`src/rtl/fetch_stage_pkg.sv`:
```
// Shared definitions for the instruction-fetch stage: FSM encoding, NOP word
// and the register-field positions the hazard unit reads out of IF/ID.
package fetch_stage_pkg;

    typedef enum logic [1:0] {
        ST_FETCH    = 2'd0,
        ST_BUFFERED = 2'd1,
        ST_DISCARD  = 2'd2
    } fetch_state_t;

    localparam logic [31:0] NOP = 32'h0000_0000;

    localparam int RS_HI = 25;
    localparam int RS_LO = 21;
    localparam int RT_HI = 20;
    localparam int RT_LO = 16;

    function automatic logic [4:0] instr_rs(input logic [31:0] instr);
        return instr[RS_HI:RS_LO];
    endfunction

    function automatic logic [4:0] instr_rt(input logic [31:0] instr);
        return instr[RT_HI:RT_LO];
    endfunction

endpackage

```
`src/rtl/if_id_register.sv`:
```
// IF/ID pipeline register. A bubble (flush or empty fetch) wins over a load
// and leaves PC+4 untouched, since only Valid and the instruction matter to ID.
module if_id_register
    import fetch_stage_pkg::*;
(
    input  logic        Clk,
    input  logic        Reset,
    input  logic        i_load,
    input  logic        i_bubble,
    input  logic [31:0] i_instr,
    input  logic [31:0] i_pcplus4,
    output logic [31:0] o_instr,
    output logic [31:0] o_pcplus4,
    output logic        o_valid
);

    logic [31:0] r_instr;
    logic [31:0] r_pcplus4;
    logic        r_valid;

    always_ff @(posedge Clk or posedge Reset) begin
        if (Reset) begin
            r_instr   <= NOP;
            r_pcplus4 <= 32'd0;
            r_valid   <= 1'b0;
        end else if (i_bubble) begin
            r_instr   <= NOP;
            r_valid   <= 1'b0;
        end else if (i_load) begin
            r_instr   <= i_instr;
            r_pcplus4 <= i_pcplus4;
            r_valid   <= 1'b1;
        end
    end

    assign o_instr   = r_instr;
    assign o_pcplus4 = r_pcplus4;
    assign o_valid   = r_valid;

endmodule

```
`src/rtl/fetch_stage.sv`:
```
// Instruction-fetch stage: PC, one-entry response buffer for stalls, and the
// FETCH/BUFFERED/DISCARD control FSM feeding the IF/ID register.
module fetch_stage
    import fetch_stage_pkg::*;
#(
    parameter logic [31:0] RESET_PC = 32'h0000_0000
) (
    input  logic        Clk,
    input  logic        Reset,
    input  logic        PC_en,
    input  logic        IF_ID_en,
    input  logic        IF_ID_Flush,
    input  logic [31:0] BranchTarget,
    output logic        Imem_Req,
    output logic [31:0] Imem_Addr,
    input  logic        Imem_Ready,
    input  logic [31:0] Imem_Data,
    output logic [31:0] IF_ID_Instr,
    output logic [31:0] IF_ID_PCPlus4,
    output logic        IF_ID_Valid,
    output logic [4:0]  IF_ID_Rs,
    output logic [4:0]  IF_ID_Rt,
    output logic [1:0]  o_dbg_state
);

    // Memory handshake: a request is open while Imem_Req=1 with Imem_Addr
    // held; it completes on the first Clk edge that samples Imem_Ready=1.

    fetch_state_t r_state;
    fetch_state_t w_state_next;

    logic [31:0] r_pc;
    logic [31:0] r_buf_instr;
    logic [31:0] r_buf_pcplus4;
    logic [31:0] r_old_addr;
    logic        r_started;

    logic        w_advance;
    logic [31:0] w_pcplus4;
    logic        w_req_active;
    logic [31:0] w_pc_next;
    logic        w_ifid_load;
    logic        w_ifid_bubble;
    logic [31:0] w_ifid_instr;
    logic [31:0] w_ifid_pcplus4;
    logic        w_buf_capture;
    logic        w_old_capture;

    assign w_advance    = PC_en & IF_ID_en;
    assign w_pcplus4    = r_pc + 32'd4;
    // r_started keeps the request low until the first edge after reset release.
    assign w_req_active = r_started & (r_state != ST_BUFFERED);

    always_ff @(posedge Clk or posedge Reset) begin
        if (Reset) begin
            r_state <= ST_FETCH;
        end else begin
            r_state <= w_state_next;
        end
    end

    always_comb begin
        w_state_next   = r_state;
        w_pc_next      = r_pc;
        w_ifid_load    = 1'b0;
        w_ifid_bubble  = 1'b0;
        w_ifid_instr   = Imem_Data;
        w_ifid_pcplus4 = w_pcplus4;
        w_buf_capture  = 1'b0;
        w_old_capture  = 1'b0;

        if (IF_ID_Flush) begin
            w_pc_next     = {BranchTarget[31:2], 2'b00};
            w_ifid_bubble = 1'b1;
            case (r_state)
                ST_FETCH: begin
                    if (w_req_active && !Imem_Ready) begin
                        w_state_next  = ST_DISCARD;
                        w_old_capture = 1'b1;
                    end else begin
                        w_state_next = ST_FETCH;
                    end
                end
                ST_DISCARD: w_state_next = Imem_Ready ? ST_FETCH : ST_DISCARD;
                default:    w_state_next = ST_FETCH;
            endcase
        end else begin
            case (r_state)
                ST_FETCH: begin
                    if (w_req_active) begin
                        if (Imem_Ready && w_advance) begin
                            w_ifid_load = 1'b1;
                            w_pc_next   = w_pcplus4;
                        end else if (Imem_Ready) begin
                            w_buf_capture = 1'b1;
                            w_state_next  = ST_BUFFERED;
                        end else if (IF_ID_en) begin
                            w_ifid_bubble = 1'b1;
                        end
                    end
                end
                ST_BUFFERED: begin
                    if (w_advance) begin
                        w_ifid_load    = 1'b1;
                        w_ifid_instr   = r_buf_instr;
                        w_ifid_pcplus4 = r_buf_pcplus4;
                        w_pc_next      = w_pcplus4;
                        w_state_next   = ST_FETCH;
                    end
                end
                ST_DISCARD: begin
                    if (Imem_Ready) begin
                        w_state_next = ST_FETCH;
                    end
                end
                default: w_state_next = ST_FETCH;
            endcase
        end
    end

    always_ff @(posedge Clk or posedge Reset) begin
        if (Reset) begin
            r_pc          <= RESET_PC;
            r_buf_instr   <= NOP;
            r_buf_pcplus4 <= 32'd0;
            r_old_addr    <= RESET_PC;
            r_started     <= 1'b0;
        end else begin
            r_pc      <= w_pc_next;
            r_started <= 1'b1;
            if (w_buf_capture) begin
                r_buf_instr   <= Imem_Data;
                r_buf_pcplus4 <= w_pcplus4;
            end
            if (w_old_capture) begin
                r_old_addr <= r_pc;
            end
        end
    end

    if_id_register u_if_id (
        .Clk       (Clk),
        .Reset     (Reset),
        .i_load    (w_ifid_load),
        .i_bubble  (w_ifid_bubble),
        .i_instr   (w_ifid_instr),
        .i_pcplus4 (w_ifid_pcplus4),
        .o_instr   (IF_ID_Instr),
        .o_pcplus4 (IF_ID_PCPlus4),
        .o_valid   (IF_ID_Valid)
    );

    assign Imem_Req    = w_req_active;
    // During DISCARD the abandoned request must keep its original address.
    assign Imem_Addr   = (r_state == ST_DISCARD) ? r_old_addr : r_pc;
    assign IF_ID_Rs    = instr_rs(IF_ID_Instr);
    assign IF_ID_Rt    = instr_rt(IF_ID_Instr);
    assign o_dbg_state = r_state;

endmodule
```
`config.mk`:
```
export PLATFORM = sky130hd
export DESIGN_NAME = fetch_stage
export DESIGN_NICKNAME = d
export VERILOG_FILES = /design/src/rtl/fetch_stage_pkg.sv /design/src/rtl/if_id_register.sv /design/src/rtl/fetch_stage.sv
export SDC_FILE = /design/constraint.sdc
export NUM_CORES = 1
export LEC_CHECK = 0
export CAP_MARGIN = 0
export CORE_MARGIN = 4
export CORE_UTILIZATION = 35
export CTS_CLUSTER_SIZE = 40
export DETAILED_ROUTE_END_ITERATION = 16
export GPL_ROUTABILITY_DRIVEN = 0
export SYNTH_ARGS = -nofsm -noshare
export SYNTH_HDL_FRONTEND = slang
export SYNTH_SLANG_ARGS = --single-unit
```
`constraint.sdc`:
```
create_clock -name Clk -period 10.2 [get_ports Clk]
set_input_delay 2.55 -clock Clk [delete_from_list [all_inputs] [get_ports Clk]]
set_output_delay 2.55 -clock Clk [all_outputs]
set_load 0.03 [all_outputs]
```
==> results.toml, run 1 <==
[floorplanning]
ioPinCount = 180
die_area_um2 = 28690
die_w_um = 169.4
initial_core_util_pct = 35.89
rows = 58
die_y_um = 169.4
coreArea_um2 = 25400

[yosys]
ys_ff_latch = 188
syn_area_um2 = 9115
ys.flop_type = "dfrtp_1"
yosysWarnings = 0
ys_types = 50
avgSynthCellArea_um2 = 10.76
synth_edf_count = 0
syn_inst = 847
ys_seq_area_share_pct = 51.61
async_reset_ff_share_pct = 100.0

[timing]
slew_headroom_pct = 22.21
tightest_slew_ns = 1.158
finalSetupViolCount = 0
period_share_pct = 51.24
hold_viol_final = 0
fin_skew_ns = 0.01923
slew_viol_final = 0
period_minus_slack_ns = 5.227
fmax_ghz = 0.1913
fin_setup_tns_ns = 0
rsz0062_at_grt = "no"

[cts]
cts.htree.levels = 4
numCtsBuffers = 17
hold_buffers = 0
path_clk_slew_ns = 0.08
ctsRootBufferMaster = "clkbuf_16"
cts-resized-gates = 0
ctsLongestPathBuffers = 2
clk_latency_ns = 0.44
postCtsSetupRepairBufs = 0
cts_sinks = 188
tritoncts = "yes"

[run_status]
status = "finished clean"

[worst_setup_path]
critPathSlowestCell = "dfrtp_1"
cp-end-kind = "primary output"
critPathRequiredTime_ns = 7.65
arrival_ns = 2.68
start_kind = "flip-flop"
path_class = "flip-flop to primary output"
max_stage_delay_ns = 0.60
path_max_fanout = 30
crit_chain = "inv_2, nand2_1, buf_4, mux2_2, clkdlybuf4s50_1"

[hold_path]
worst_hold_path_type = "flip-flop to flip-flop"

[grt]
grt.busiest_layer = "met2"
grt-ovfl-total = 0
use_met1_pct = 22.22
gr-usage-met3_pct = 3.587
met2_usage_pct = 24.94
antenna_found_initial = 0
track_usage_pct = 15.88
grt_pass1_wl_mm = 36.45
grt_max_degree = 125
first_global_vias = 6468

[placed_design]
portBuffers = 173
dp_cells = 1279
dp_hpwl_mm = 15.09

[power]
ir_worst_vdd_mv = 0.08673
power.static_leakage_nw = 4.967
total_power_mw = 2.161
powerDensity_nw_per_um2 = 188.2

[detailed_routing]
via_per_inst = 4.910
num_vias = 6437
wl_per_cell_um = 17.22
drtIter0Drc = 322
route.antenna.remaining_nets = 0
drt-pass1-iter-count = 4
drc_errors = 0
totalWireLength_mm = 22.57

[finish]
final_common_cell = "dfrtp_1"
syn2layout_area_growth_pct = 26.00
layout_common_cells = "188 x dfrtp_1, 172 x clkdlybuf4s50_1, 127 x nand2_1"
final_nets = 1039
fin_cells = 1311
drive_above_1_share_pct = 15.70
diodes = 0

[run]
max_cap_violations = 0
## power breakdown
part           total, mW  switching (mW)  internal, mW  leakage, nW
sequential         0.988          0.0986         0.889         2.37
clock              0.671           0.338         0.333        0.289
combinational      0.502           0.262         0.240         2.30
## synthesized netlist by cell type, types with 12 or more instances
| master | count | share of area, % |
|---|---|---|
| o21ai_1 | 13 | 0.71 |
| clkbuf_1 | 29 | 1.2 |
| nor2_1 | 18 | 0.74 |
| nand3_1 | 16 | 0.88 |
| xor2_1 | 43 | 4.1 |
| buf_4 | 23 | 1.9 |
| mux2i_1 | 33 | 3.6 |
| o21ai_0 | 106 | 5.8 |
| a22oi_1 | 16 | 1.3 |
| dfrtp_1 | 188 | 52 |
| buf_2 | 25 | 1.4 |
| nand2_1 | 128 | 5.3 |
| mux2_2 | 92 | 11 |
| xnor2_1 | 12 | 1.2 |
| nand4_1 | 19 | 1.3 |
## sequential cells by signal, summed over array words and instances, names as in the netlist
name and count:
o_dbg_state 2, r_buf_instr 32, r_buf_pcplus4 30, r_old_addr 30, r_pc 30, r_started 1, u_if_id.o_instr 32, u_if_id.o_pcplus4 30
u_if_id.o_valid 1
## through the flow
| stage | hold slack, ns | util (%) | area [µm²] | setup slack (ns) |
|---|---|---|---|---|
| after global routing | 0.5059 | 45.22 | 11480 | 4.865 |
| after CTS | 0.4819 | 45.22 | 11480 | 4.935 |
| after global placement | 0.4578 | 42.85 | 10880 | 4.814 |
| final | 0.4802 | 45.22 | 11480 | 4.973 |
| after detailed placement | 0.4652 | 42.85 | 10880 | 4.806 |
| after floorplan | 0.4438 | - | 9126 | 2.536 |
## final timing paths
kind / slack (ns) / to / cells past startpoint / startpoint
min in group asynchronous: 2.70 / u_if_id.o_pcplus4[2] / 2 / Reset
max: 4.97 / Imem_Addr[18] / 5 / o_dbg_state[0]
max in group asynchronous: 6.09 / u_if_id.o_pcplus4[30] / 3 / Reset
min: 0.48 / u_if_id.o_instr[3] / 2 / u_if_id.o_instr[3]
max reg2reg: 7.39 / u_if_id.o_pcplus4[19] / 5 / o_dbg_state[1]
min reg2reg: 0.48 / u_if_id.o_instr[3] / 2 / u_if_id.o_instr[3]
## final cells by class
cell class / count / area (µm²)
Clock buffer: 17 / 425.4
Clock inverter: 15 / 175.2
Fill cell: 2425 / 13910
Inverter: 3 / 18.77
Multi-Input combinational cell: 576 / 3954
Sequential cell: 188 / 4705
Tap cell: 330 / 412.9
Timing Repair Buffer: 182 / 1794
## routing by layer
metal	routed length, µm	up-vias
met5	0	-
met4	201	0
met3	1200	12
met2	10270	164
met1	10900	3100
li1	-	3161
## critical path: cells and delay by family, from the launching register on
family / cells / cell delay (ns)
buffers and inverters: 3 / 1.14
DFF: 1 / 0.60
muxes: 1 / 0.41
and+or+nand+nor: 1 / 0.09
## kinds of logic after synthesis
kind of cell	synth area share, %
and+or+nand+nor	12.68
muxes	15.61
other	0.08239
adders and majority gates	0.1372
xor gates and xnor gates	5.285
DFF	51.61
buffers and inverters	5.285
AOI/OAI and AO/OA	9.307
(Power assumes the default switching activity.)
==> inputs of run 2 (changes only) <==
- clock period: 10.2 -> 4.5 ns (I/O delays scaled with it)
==> run 2 against run 1 <==
Critical path depth stayed put; non-clock buffer count is 6 higher; worst hold slack worse by 0.0017 ns; clock-buffer cell count is 3 higher; register-to-register slack worse by 5.4 ns; utilization is 0.13 points higher; die area stayed put; clock skew is 0.0084 ns lower; final area is 0.29% higher; sequential share of layout area is 0.12 points lower; largest cell class unchanged; largest power group unchanged.
==> results.toml, run 2 (synthesis gave the netlist of run 1 again) <==
[run_status]
status = "finished clean"

[worst_setup_path]
critPathRequiredTime_ns = 3.38
arrival_ns = 2.65
crit_chain = "inv_2, nand2_1, buf_4, mux2_2, clkdlybuf4s50_1"
path_max_fanout = 30
path_class = "flip-flop to primary output"
r2r_slack_ns = 2.01
start_kind = "flip-flop"
critPathSlowestCell = "clkdlybuf4s50_1"
max_stage_delay_ns = 0.61
cp-end-kind = "primary output"

[detailed_routing]
drt-pass1-iter-count = 4
totalWireLength_mm = 22.70
drtIter0Drc = 350
route.antenna.remaining_nets = 0
via_per_inst = 4.938
drc_errors = 0
wl_per_cell_um = 17.24
num_vias = 6504

[timing]
period_share_pct = 83.84
hold_viol_final = 0
finalSetupViolCount = 0
slew_headroom_pct = 32.65
slew_viol_final = 0
rsz0062_at_grt = "no"
fin_ws_ns = 0.7271
fin_setup_tns_ns = 0
tightest_slew_ns = 1.008
fin_skew_ns = 0.01086
period_minus_slack_ns = 3.773
fmax_ghz = 0.2650

[power]
clkPwrFrac_pct = 30.0
sw_frac_of_total_pct = 31.34
comb_power_share_pct = 23.6
p_switching_mw = 1.515
ir_worst_vdd_mv = 0.2001
p_int_mw = 3.321
power.static_leakage_nw = 4.987
powerDensity_nw_per_um2 = 419.9
sequentialPowerShare_pct = 46.3

[run]
max_cap_violations = 0

[floorplanning]
initial_core_util_pct = 35.89
ioPinCount = 180
coreArea_um2 = 25400
rows = 58
die_area_um2 = 28690
die_w_um = 169.4
die_y_um = 169.4

[placed_design]
portBuffers = 173
dp_slack_ns = 1.012
dpl_cell_area_um2 = 10960
dp_hpwl_mm = 15.40

[finish]
register_area_um2 = 4705
post-route-cell-area_um2 = 11520
syn2layout_area_growth_pct = 26.37
layout_common_cells = "188 x dfrtp_1, 172 x clkdlybuf4s50_1, 127 x nand2_1"
final_common_cell = "dfrtp_1"
diodes = 0
fillers = 2429
drive_above_1_share_pct = 16.01
multiInputGateArea_um2 = 3949
final_nets = 1045

[cts]
hold_buffers = 0
numCtsBuffers = 17
cts.htree.levels = 4
tritoncts = "yes"
postCtsSetupRepairBufs = 0
cts-resized-gates = 0
cts_sinks = 188
path_clk_slew_ns = 0.07
clk_latency_ns = 0.44
ctsRootBufferMaster = "clkbuf_16"
ctsLongestPathBuffers = 2

[grt]
grt_max_degree = 88
first_global_vias = 6525
antenna_found_initial = 0
grt-ovfl-total = 0
track_usage_pct = 15.93
grt_pass1_wl_mm = 36.51

[hold_path]
worst_hold_path_type = "flip-flop to flip-flop"
run 2: path summary, 6_finish.rpt:
kind	from	endpoint	depth (start not counted)
worst min register to register	r_buf_pcplus4[19]	r_buf_pcplus4[19]	2
worst max register to register	r_pc[2]	u_if_id.o_pcplus4[22]	7
min in group asynchronous	Reset	u_if_id.o_instr[29]	2
max in group asynchronous	Reset	r_buf_pcplus4[23]	3
worst max-delay path	o_dbg_state[0]	Imem_Addr[21]	5
worst min-delay path	r_buf_pcplus4[19]	r_buf_pcplus4[19]	2
run 2: final cells by class:
cell class	count	area share, %
clock buffers	20	3.965
clock inverters	12	0.9016
inverters	3	0.1304
multi-input cells	576	34.28
flip-flops and latches	188	40.84
well taps	330	3.585
repair buffers	188	16.29
run 2: layer usage:
layer,part of all wire (%),GRT usage [%]
met4,1.3,3.955
met3,5.8,3.983
met1,47,22.36
met2,46,24.90
met5,0,0
run 2: stage by stage:
stage | std cells | hold WS [ns] | utilization [%] | power (mW)
final | 1317 | 0.4784 | 45.35 | 4.836
after floorplan | 850 | 0.4438 | - | 2.966
after CTS | 1317 | 0.4829 | 45.35 | 4.910
after global placement | 1285 | 0.4557 | 43.14 | 3.407
after global routing | 1317 | 0.5013 | 45.35 | 5.108
after detailed placement | 1285 | 0.4657 | 43.14 | 3.437
run 2: power groups by stage:
stage          combinational [mW]  sequential, mW  clock, mW
3_5_place_dp                 1.16            2.28          0
6_report                     1.14            2.24       1.45
3_3_place_gp                 1.15            2.26          0
2_1_floorplan               0.605            2.36          0
4_1_cts                      1.17            2.24       1.50
5_1_grt                      1.25            2.29       1.57
run 2: critical path, delay by kind of cell (launching register included):
family	cells	cell delay, ns
buf+inv	3	1.14
mux	1	0.40
simple gates	1	0.09
flops	1	0.58
==> inputs of run 3 (changes only) <==
- clock period: 4.5 -> 3.3 ns (I/O delays scaled with it)
==> run 3 against run 2 <==
Worst setup slack got worse by 0.45 ns; clock power rose by 40%; total power rose by 37%; critical endpoint is now Imem_Addr[6].
==> results.toml, run 3 (synthesis gave the netlist of run 1 again) <==
[run_status]
status = "finished clean"

[timing]
period_share_pct = 91.55
fin_skew_ns = 0.02274
period_minus_slack_ns = 3.021
slew_headroom_pct = 39.93
slew_viol_final = 0
fin_ws_ns = 0.2787
finalSetupViolCount = 0
rsz0062_at_grt = "no"
tightest_slew_ns = 0.8977
fin_setup_tns_ns = 0
fmax_ghz = 0.3310
hold_viol_final = 0

[cts]
numCtsBuffers = 17
cts-resized-gates = 0
cts_sinks = 188
path_clk_slew_ns = 0.07
tritoncts = "yes"
ctsRootBufferMaster = "clkbuf_16"
ctsLongestPathBuffers = 2
hold_buffers = 0
clk_latency_ns = 0.44
cts.htree.levels = 4
postCtsSetupRepairBufs = 0

[run]
max_cap_violations = 0

[detailed_routing]
totalWireLength_mm = 22.88
via_per_inst = 4.892
drt-pass1-iter-count = 4
drc_errors = 0
route.antenna.remaining_nets = 0
wl_per_cell_um = 17.25
num_vias = 6487
drtIter0Drc = 385

[power]
comb_power_share_pct = 23.5
powerDensity_nw_per_um2 = 573.9
clkPwrFrac_pct = 30.6
p_int_mw = 4.563
p_switching_mw = 2.084
sw_frac_of_total_pct = 31.35
power.static_leakage_nw = 5.055
ir_worst_vdd_mv = 0.2614
sequentialPowerShare_pct = 45.9

[finish]
syn2layout_area_growth_pct = 27.07
multiInputGateArea_um2 = 3949
fillers = 2397
layout_common_cells = "188 x dfrtp_1, 158 x clkdlybuf4s50_1, 127 x nand2_1"
diodes = 0
final_nets = 1054
drive_above_1_share_pct = 17.97
final_common_cell = "dfrtp_1"
register_area_um2 = 4705

[grt]
grt_pass1_wl_mm = 36.70
first_global_vias = 6481
grt-ovfl-total = 0
antenna_found_initial = 1
grt.busiest_layer = "met2"
met2_usage_pct = 24.73
use_met1_pct = 23.18
track_usage_pct = 16.12
gr-usage-met3_pct = 3.541
grt_max_degree = 72

[worst_setup_path]
crit_family = "buffers and inverters"
max_stage_delay_ns = 0.61
arrival_ns = 2.20
path_class = "flip-flop to primary output"
critPathSlowestCell = "clkdlybuf4s50_1"
path_max_fanout = 30
critPathRequiredTime_ns = 2.47
crit_chain = "inv_2, nand2_1, buf_12, mux2_2, clkdlybuf4s50_1"
cp-end-kind = "primary output"
start_kind = "flip-flop"
cp_num_buf_inv = 3

[floorplanning]
coreArea_um2 = 25400
die_w_um = 169.4
initial_core_util_pct = 35.89
ioPinCount = 180
die_y_um = 169.4
rows = 58
die_area_um2 = 28690

[placed_design]
dp_slack_ns = 0.3647
portBuffers = 173
dp_hpwl_mm = 15.80

[hold_path]
worst_hold_path_type = "flip-flop to flip-flop"
[run 3: changes by cell type in the layout (fill, tap and decap cells not counted), sizes merged]
cell           delta
bufinv            +1
buf              +23
clkdlybuf4s50    -14
inv               -1
[run 3: layout make-up]
class	count	area share (%)
Sequential cell	188	40.62
Multi-Input combinational cell	576	34.09
Timing Repair Buffer	197	16.70
Clock buffer	20	3.770
Tap cell	330	3.565
Clock inverter	12	1.123
Inverter	3	0.1296
[run 3: worst paths after layout]
kind,start,endpoint,slack (ns),cells after the start
max in group asynchronous,Reset,r_pc[12],1.82,3
worst max-delay path,o_dbg_state[0],Imem_Addr[6],0.28,5
worst max register to register,r_pc[2],u_if_id.o_pcplus4[22],0.78,7
min in group asynchronous,Reset,u_if_id.o_pcplus4[9],0.76,2
worst min register to register,u_if_id.o_instr[1],u_if_id.o_instr[1],0.48,2
worst min-delay path,u_if_id.o_instr[1],u_if_id.o_instr[1],0.48,2
[run 3: tightest hold or removal path, cell delays in order (launching register included)]
cell     delay (ns)
dfrtp_1        0.34
nand2_1        0.04
o21ai_0        0.06
[run 3: per-layer routing]
metal | vias up | part of all wire [%]
li1 | 3196 | -
met1 | 3121 | 49
met2 | 152 | 45
met3 | 16 | 4.6
met4 | 2 | 1.1
met5 | - | 0.035
[run 3: power by group through the flow]
stage | combinational, mW | sequential, mW | clock [mW]
finish | 1.56 | 3.05 | 2.03
global route | 1.70 | 3.12 | 2.19
CTS | 1.59 | 3.05 | 2.08
detailed placement | 1.59 | 3.10 | 0
global placement | 1.57 | 3.08 | 0
floorplan | 0.826 | 3.22 | 0
[run 3: stage by stage]
stage          power (mW)  cell area (µm²)  hold slack, ns  util, %  std cells
2_1_floorplan       4.044             9130          0.4438        -        850
3_3_place_gp        4.647            11020          0.4581    43.37       1294
3_5_place_dp        4.687            11020          0.4698    43.37       1294
4_1_cts             6.732            11580          0.4856    45.60       1326
5_1_grt             7.005            11580          0.4979    45.60       1326
6_report            6.647            11580          0.4766    45.60       1326
